File: src/rtl/fb_mem_arbiter.sv
// fb_mem_arbiter
//   Shares the single-port synchronous frame-buffer RAM between the processor
//   datapath (read/write) and the VGA pixel fetcher (read only). One access is
//   issued every two clocks (IDLE -> SERVE_x -> IDLE). VGA has fixed priority,
//   but after STARVE_MAX consecutive VGA grants with the CPU waiting, the CPU
//   is forced in.
//
// Ports
//   clk, reset                  clock, asynchronous active-high reset
//   enabledVGA                  gates vga_req (0 = VGA requests ignored)
//   cpu_req/we/addr/wdata       CPU request, held until cpu_ack
//   cpu_ack                     one-cycle pulse, CPU access issued
//   cpu_rdata, cpu_rvalid       CPU read data (held) and its update pulse
//   vga_req/addr                VGA read request, held until vga_ack
//   vga_ack                     one-cycle pulse, VGA access issued
//   vga_rdata, vga_rvalid       VGA read data (held) and its update pulse
//   mem_addr/we/wdata           registered RAM controls
//   mem_rdata                   RAM data, valid the cycle after address sample
module fb_mem_arbiter #(
  parameter int ADDR_W     = 16,
  parameter int DATA_W     = 8,
  parameter int STARVE_MAX = 4
) (
  input  logic              clk,
  input  logic              reset,
  input  logic              enabledVGA,
  input  logic              cpu_req,
  input  logic              cpu_we,
  input  logic [ADDR_W-1:0] cpu_addr,
  input  logic [DATA_W-1:0] cpu_wdata,
  output logic              cpu_ack,
  output logic [DATA_W-1:0] cpu_rdata,
  output logic              cpu_rvalid,
  input  logic              vga_req,
  input  logic [ADDR_W-1:0] vga_addr,
  output logic              vga_ack,
  output logic [DATA_W-1:0] vga_rdata,
  output logic              vga_rvalid,
  output logic [ADDR_W-1:0] mem_addr,
  output logic              mem_we,
  output logic [DATA_W-1:0] mem_wdata,
  input  logic [DATA_W-1:0] mem_rdata
);

  localparam logic [3:0] STARVE_LIM = 4'(STARVE_MAX);

  typedef enum logic [1:0] {
    IDLE      = 2'd0,
    SERVE_VGA = 2'd1,
    SERVE_CPU = 2'd2
  } state_t;

  state_t     state_q;
  state_t     state_d;
  logic       vga_win;
  logic       cpu_win;
  logic [3:0] starve_cnt;

  logic       cpu_vld_p0;
  logic       vga_vld_p0;
  logic       cpu_vld_p1;
  logic       vga_vld_p1;

  // Saturating increment of the starvation counter.
  function automatic logic [3:0] sat_inc(input logic [3:0] v);
    return (v >= STARVE_LIM) ? v : v + 4'd1;
  endfunction

  always_comb begin
    state_d = state_q;
    vga_win = 1'b0;
    cpu_win = 1'b0;
    case (state_q)
      IDLE: begin
        if (vga_req && enabledVGA && !(cpu_req && (starve_cnt == STARVE_LIM))) begin
          vga_win = 1'b1;
          state_d = SERVE_VGA;
        end else if (cpu_req) begin
          cpu_win = 1'b1;
          state_d = SERVE_CPU;
        end
      end
      default: state_d = IDLE;
    endcase
  end

  // Acks decode straight from the state register so an asynchronous reset
  // removes them without waiting for a clock edge.
  assign cpu_ack = (state_q == SERVE_CPU);
  assign vga_ack = (state_q == SERVE_VGA);

  always_ff @(posedge clk or posedge reset) begin
    if (reset) begin
      state_q    <= IDLE;
      starve_cnt <= 4'd0;
    end else begin
      state_q <= state_d;
      case (state_q)
        SERVE_VGA: if (cpu_req) starve_cnt <= sat_inc(starve_cnt);
        SERVE_CPU: starve_cnt <= 4'd0;
        default:   if (!cpu_req) starve_cnt <= 4'd0;
      endcase
    end
  end

  // Stage p0: winner's request registered onto the RAM port (SERVE cycle).
  always_ff @(posedge clk or posedge reset) begin
    if (reset) begin
      mem_addr  <= '0;
      mem_we    <= 1'b0;
      mem_wdata <= '0;
    end else begin
      mem_we <= cpu_win & cpu_we;
      if (vga_win) begin
        mem_addr <= vga_addr;
      end else if (cpu_win) begin
        mem_addr  <= cpu_addr;
        mem_wdata <= cpu_wdata;
      end
    end
  end

  // Stage p1: RAM samples the address; read data is on mem_rdata next cycle.
  always_ff @(posedge clk or posedge reset) begin
    if (reset) begin
      cpu_vld_p0 <= 1'b0;
      vga_vld_p0 <= 1'b0;
    end else begin
      cpu_vld_p0 <= cpu_ack & ~mem_we;
      vga_vld_p0 <= vga_ack;
    end
  end

  // Stage p2: capture read data into the owning requester's holding register.
  always_ff @(posedge clk or posedge reset) begin
    if (reset) begin
      cpu_vld_p1 <= 1'b0;
      vga_vld_p1 <= 1'b0;
      cpu_rdata  <= '0;
      vga_rdata  <= '0;
    end else begin
      cpu_vld_p1 <= cpu_vld_p0;
      vga_vld_p1 <= vga_vld_p0;
      if (cpu_vld_p0) cpu_rdata <= mem_rdata;
      if (vga_vld_p0) vga_rdata <= mem_rdata;
    end
  end

  assign cpu_rvalid = cpu_vld_p1;
  assign vga_rvalid = vga_vld_p1;

endmodule

File: config.mk
export PLATFORM = sky130hd
export DESIGN_NAME = fb_mem_arbiter
export DESIGN_NICKNAME = d
export VERILOG_FILES = /design/src/rtl/fb_mem_arbiter.sv
export SDC_FILE = /design/constraint.sdc
export NUM_CORES = 1
export LEC_CHECK = 0
export CORE_MARGIN = 4
export CORE_UTILIZATION = 40
export DETAILED_ROUTE_END_ITERATION = 8
export GPL_ROUTABILITY_DRIVEN = 0
export PLACE_DENSITY = 0.88
export SLEW_MARGIN = 20
export SYNTH_ARGS = -nofsm -noshare
export SYNTH_HDL_FRONTEND = slang
export SYNTH_SLANG_ARGS = --single-unit
File: constraint.sdc
create_clock -name clk -period 3.6 [get_ports clk]
set_input_delay 0.72 -clock clk [delete_from_list [all_inputs] [get_ports clk]]
set_output_delay 0.72 -clock clk [all_outputs]
set_load 0.01 [all_outputs]
== After elaboration in Yosys (flattened, before gate mapping) ==
Cells that the tools add are included.
Storage, ports and cells
  word-level logic and storage cells: 46
  bits of input ports: 54
  register bits: 51
Cells by class
  add/subtract/negate cells: 1
  reductions and logical operators: 8
  order comparisons: 1
  muxes and demuxes: 14
  bitwise operators: 4
  equality and inequality tests: 7
Operators by type and width (count)
  16-bit 2-to-1 mux: 2
  4-bit 2-to-1 mux: 3
  4-bit case mux with 2 select lines: 1
  2-bit 2-to-1 mux: 3
  1-bit 2-to-1 mux: 5
  4-bit by 1-bit adder with 4-bit output (second input constant): 1
  4-bit by 3-bit == test with 1-bit output (second input constant): 1
  4-bit by 3-bit greater-or-equal comparator with 1-bit output (second input constant): 1
  2-bit inequality test (second input constant): 2
  1-bit logical AND: 3
  3-bit by 1-bit inequality test with 1-bit output (second input constant): 1
  3-bit inequality test (second input constant): 1
  3-bit AND reduction: 1
  1-bit bitwise AND: 2
  2-bit by 1-bit == test with 1-bit output (second input constant): 1
  2-bit == test (second input constant): 1
  2-bit zero test: 1
  1-bit NOT: 2
  2-bit AND reduction: 1
  2-bit nonzero test: 1
  1-bit zero test: 1

== Depth between registers and ports, before layout ==
  depth after elaboration: 8
  depth in mapped cells: 6
  mapped depth without buffers: 5

== Least setup slack after synthesis ==
OpenSTA, ideal clock, no wires.
  path kind: input port to flip-flop
  start: input cpu_req
  end: register mem_wdata[0]
  arrival: 1.677 ns
  setup time: 0.125 ns
  buffers on the path: 1
  path slack: 1.798 ns
  stages: 4
  cells stage by stage: buf_6 and4b_4 o21ai_4 mux2_4
On the way
  word-level cells in the longest chain between the ends: 7
  elaborated cells between the ends (all ways): 10
  those cells by class: mux: 5; bitwise: 1; reduce/logical: 4
RTL lines
  start: declaration: RTL line 27  | input logic cpu_req,
  1-bit logical AND: RTL line 75  | if (vga_req && enabledVGA && !(cpu_req && (starve_cnt == STARVE_LIM))) begin
  1-bit zero test: RTL line 75
  1-bit logical AND: RTL line 75
  1-bit 2-to-1 mux: RTL line 75
  1-bit 2-to-1 mux: RTL line 73  | case (state_q)
  1-bit NOT (no line)
  2-bit AND reduction (no line) (*)
  end signal: assignment: RTL line 118  | mem_wdata <= cpu_wdata;
  end: declaration: RTL line 41  | output logic [DATA_W-1:0] mem_wdata,
Every way passes the cells marked *; elsewhere a longest branch is shown, timed or not.
A chain may end at the register's enable or synchronous reset.

== Final worst setup path ==
  start: register state_q[0]
  end: output cpu_ack
On the way
  word-level cells in the longest chain between the ends: 1
RTL lines
  start: declaration: RTL line 53  | state_t state_q;
  start signal: assignment: RTL line 97  | state_q <= state_d;
  2-bit == test: RTL line 89  | assign cpu_ack = (state_q == SERVE_CPU);
  end: declaration: RTL line 31  | output logic cpu_ack,
No other way between the ends.

==> metrics.cfg <==
[run_status]
outcome=completed

[power]
p_per_area_nw_per_um2=473
seq_power_share=0.470
total_power_uw=1590
p_sw_uw=443
clock_power_share=0.194
combPwrFrac=0.336
vdd_drop_max_uv=221
power.internal_uw=1150
switching_share=0.278
p_leak_uw=0.00145

[logic_synthesis]
synth_top_area_frac=0.559
synth_area_um2=2280
async_flop_share=1.00
ys_seq_area_frac=0.559
netlist_instances=194
synth.distinct_cells=31
synth_edf_count=0
synth_flop_cell=dfrtp_1
synth_top_cell_by_area=dfrtp_1
synth_nets=250
ys_ff_latch=51
ys_warn_count=0
avgSynthCellArea_um2=11.8
synthTopCellsByArea=dfrtp_1, mux2_2, o221ai_1, nand2_1, mux2_4

[drt]
route.top_layer_used=met4
m1WireLength_mm=2.37
detailroute.wirelength.met2_mm=2.74
first_pass_iters=4
avgViaCountPerCell=5.16
wl_per_cell_um=15.4
drc=0
wl_mm=5.52
via_count=1852
drt_iter0_markers=80
wl_met3_um=388
drtAntennaViolNets=0

[grt]
antenna_found_initial=0
grt_pass1_vias=1878
grt_usage=0.163
grt_first_pass_wirelength_mm=9.42
overflow=0
grt_max_degree=52

[sta]
setup_viol=0
rsz0062_at_grt=false
worst_clock_skew_ns=0.00423
finalHoldViolCount=0
finalMaxSlewViolations=0
fin_setup_tns_ns=0
fin_crit_sh=0.660
worstMarginPinSlew_ns=0.853
relSlewSlack=0.431
layout_min_cycle_time_ns=2.38
max_freq_mhz=421

[floorplan]
core_area_um2=5510
start_util=0.415
die_x_um=83.6
io-pin-count=99
rows=27
dieArea_um2=6980
die_h_um=83.6

[hold_path]
hold_start=mem_we$_DFF_PP0_
min_to=cpu_vld_p0$_DFF_PP0_
min_path_cells=1
hold_path.class=flop to flop

[critical_path]
critPathMaxFanout=12
worst-r2r-cell-count=5
cp.arrival_ns=1.66
cp-end-kind=output port
start_kind=flop
critical_path_class=flop to output port
rr_startpoint=starve_cnt[0]$_DFFE_PP0P_
reg2reg_slack_ns=1.76
required_ns=2.88
r2r_end=mem_addr[12]$_DFFE_PP0P_

[clocking]
h-tree-depth=2
post-cts-setup-buffers=0
cts.path.max_buffers=2
cts_tree=yes
path_clk_slew_ns=0.09
cts_root_buf=clkbuf_8
hold_buffers=0
post_cts_resized=0
clock_sinks=51
clk_latency_ns=0.29
cts_buffers=5

[finish]
areaGrowthSynthToFinish_pct=47.6
drive_gt1_frac=0.139
diodes=0
finalNetCount=343
final_area_um2=3370

[placement]
dpl-instance-area_um2=3290
dp_hpwl_mm=4.02
io_buffers=98

[run]
cap_violations=0

## power by group through the flow
stage,Sequential [uW],Combinational (uW),Clock (uW)
5_1_grt,766,576,351
4_1_cts,751,545,324
2_1_floorplan,797,189,0
3_3_place_gp,759,531,0
3_5_place_dp,762,543,0
6_report,749,536,309
## cell type report
class | instances | area, um2
Fill cell | 426 | 2130
Sequential cell | 51 | 1280
Timing Repair Buffer | 99 | 988
Multi-Input combinational cell | 120 | 896
Tap cell | 72 | 90.1
Clock buffer | 5 | 68.8
Inverter | 10 | 38.8
Clock inverter | 2 | 13.8
## synthesized netlist by cell type (2+ instances only)
cell type	number
buf_2	6
ha_1	2
nand2_1	34
mux2_4	8
o221ai_1	16
buf_6	2
clkbuf_1	4
nor2b_1	3
dfrtp_1	51
nor2_2	2
nand4_1	2
o21ai_1	4
mux2_2	16
o311ai_0	2
inv_1	10
o21ai_0	15
nor2_1	3
## worst max-delay path: stages, from the launching register on
cell,delay (ns)
dfrtp_1,0.51
nand2b_1,0.24
inv_1,0.07
clkdlybuf4s50_1,0.53
## flip-flops by register name, indices dropped and copies added (netlist names)
| signal | cells |
|---|---|
| mem_addr | 16 |
| cpu_rdata | 8 |
| mem_wdata | 8 |
| vga_rdata | 8 |
| starve_cnt | 4 |
| state_q | 2 |
| cpu_rvalid | 1 |
| cpu_vld_p0 | 1 |
| mem_we | 1 |
| vga_rvalid | 1 |
| vga_vld_p0 | 1 |
## through the flow
stage / instances / utilization / setup slack [ns] / hold slack, ns
6_report: 359 / 0.612 / 1.22 / 0.443
3_3_place_gp: 352 / 0.597 / 1.10 / 0.427
5_1_grt: 359 / 0.612 / 1.10 / 0.469
3_5_place_dp: 352 / 0.597 / 1.04 / 0.432
2_1_floorplan: 194 / - / 1.65 / 0.352
4_1_cts: 359 / 0.612 / 1.21 / 0.450
## cell families (layout without fill, tap and decap cells)
group | after synthesis | in the layout | synth area share
flops | 51 | 51 | 0.559
simple gates | 50 | 50 | 0.108
compound gates | 44 | 44 | 0.141
fa+ha+maj | 2 | 2 | 0.0110
mux | 24 | 24 | 0.131
buf+inv | 23 | 116 | 0.0493
## cell usage in the layout, fill, tap and decap left out
cell             synthesis  final
nor2_1                   3      3
o221ai_1                16     16
nor2_2                   2      2
inv_1                   10      9
clkinv_4                 0      1
nand4_1                  2      2
mux2_4                   8      8
o21ai_0                 15     15
nand2b_1                 1      1
o211ai_1                 1      1
and4b_4                  1      1
mux2_2                  16     16
or2_1                    1      1
a21oi_1                  1      1
clkinv_2                 0      2
nor4b_1                  1      1
nand2_1                 34     34
clkbuf_8                 0      5
a21oi_2                  1      1
ha_1                     2      2
o31ai_1                  1      1
nor2b_1                  3      3
nand3b_4                 1      1
dfrtp_1                 51     51
o21ai_4                  1      1
buf_4                    1      1
o311ai_0                 2      2
o21ai_1                  4      4
clkdlybuf4s50_1          0     98
a31oi_1                  1      1
a21boi_4                 1      1
nor4bb_1                 1      1
## how the worst max path moves through the flow
stage / startpoint / endpoint
after CTS: state_q[0]$_DFFE_PP0P_ / cpu_ack
final: state_q[0]$_DFFE_PP0P_ / cpu_ack
after global placement: cpu_req / mem_addr[2]$_DFFE_PP0P_
after detailed placement: cpu_req / mem_addr[12]$_DFFE_PP0P_
after floorplan: reset / cpu_rdata[0]$_DFFE_PP0P_
after global routing: state_q[0]$_DFFE_PP0P_ / vga_ack
## routing by layer
metal | vias to the layer above | GRT usage
li1 | 873 | -
met4 | 0 | 0.0307
met3 | 4 | 0.0494
met5 | - | 0
met2 | 75 | 0.264
met1 | 900 | 0.217
(Power assumes the default switching activity.)
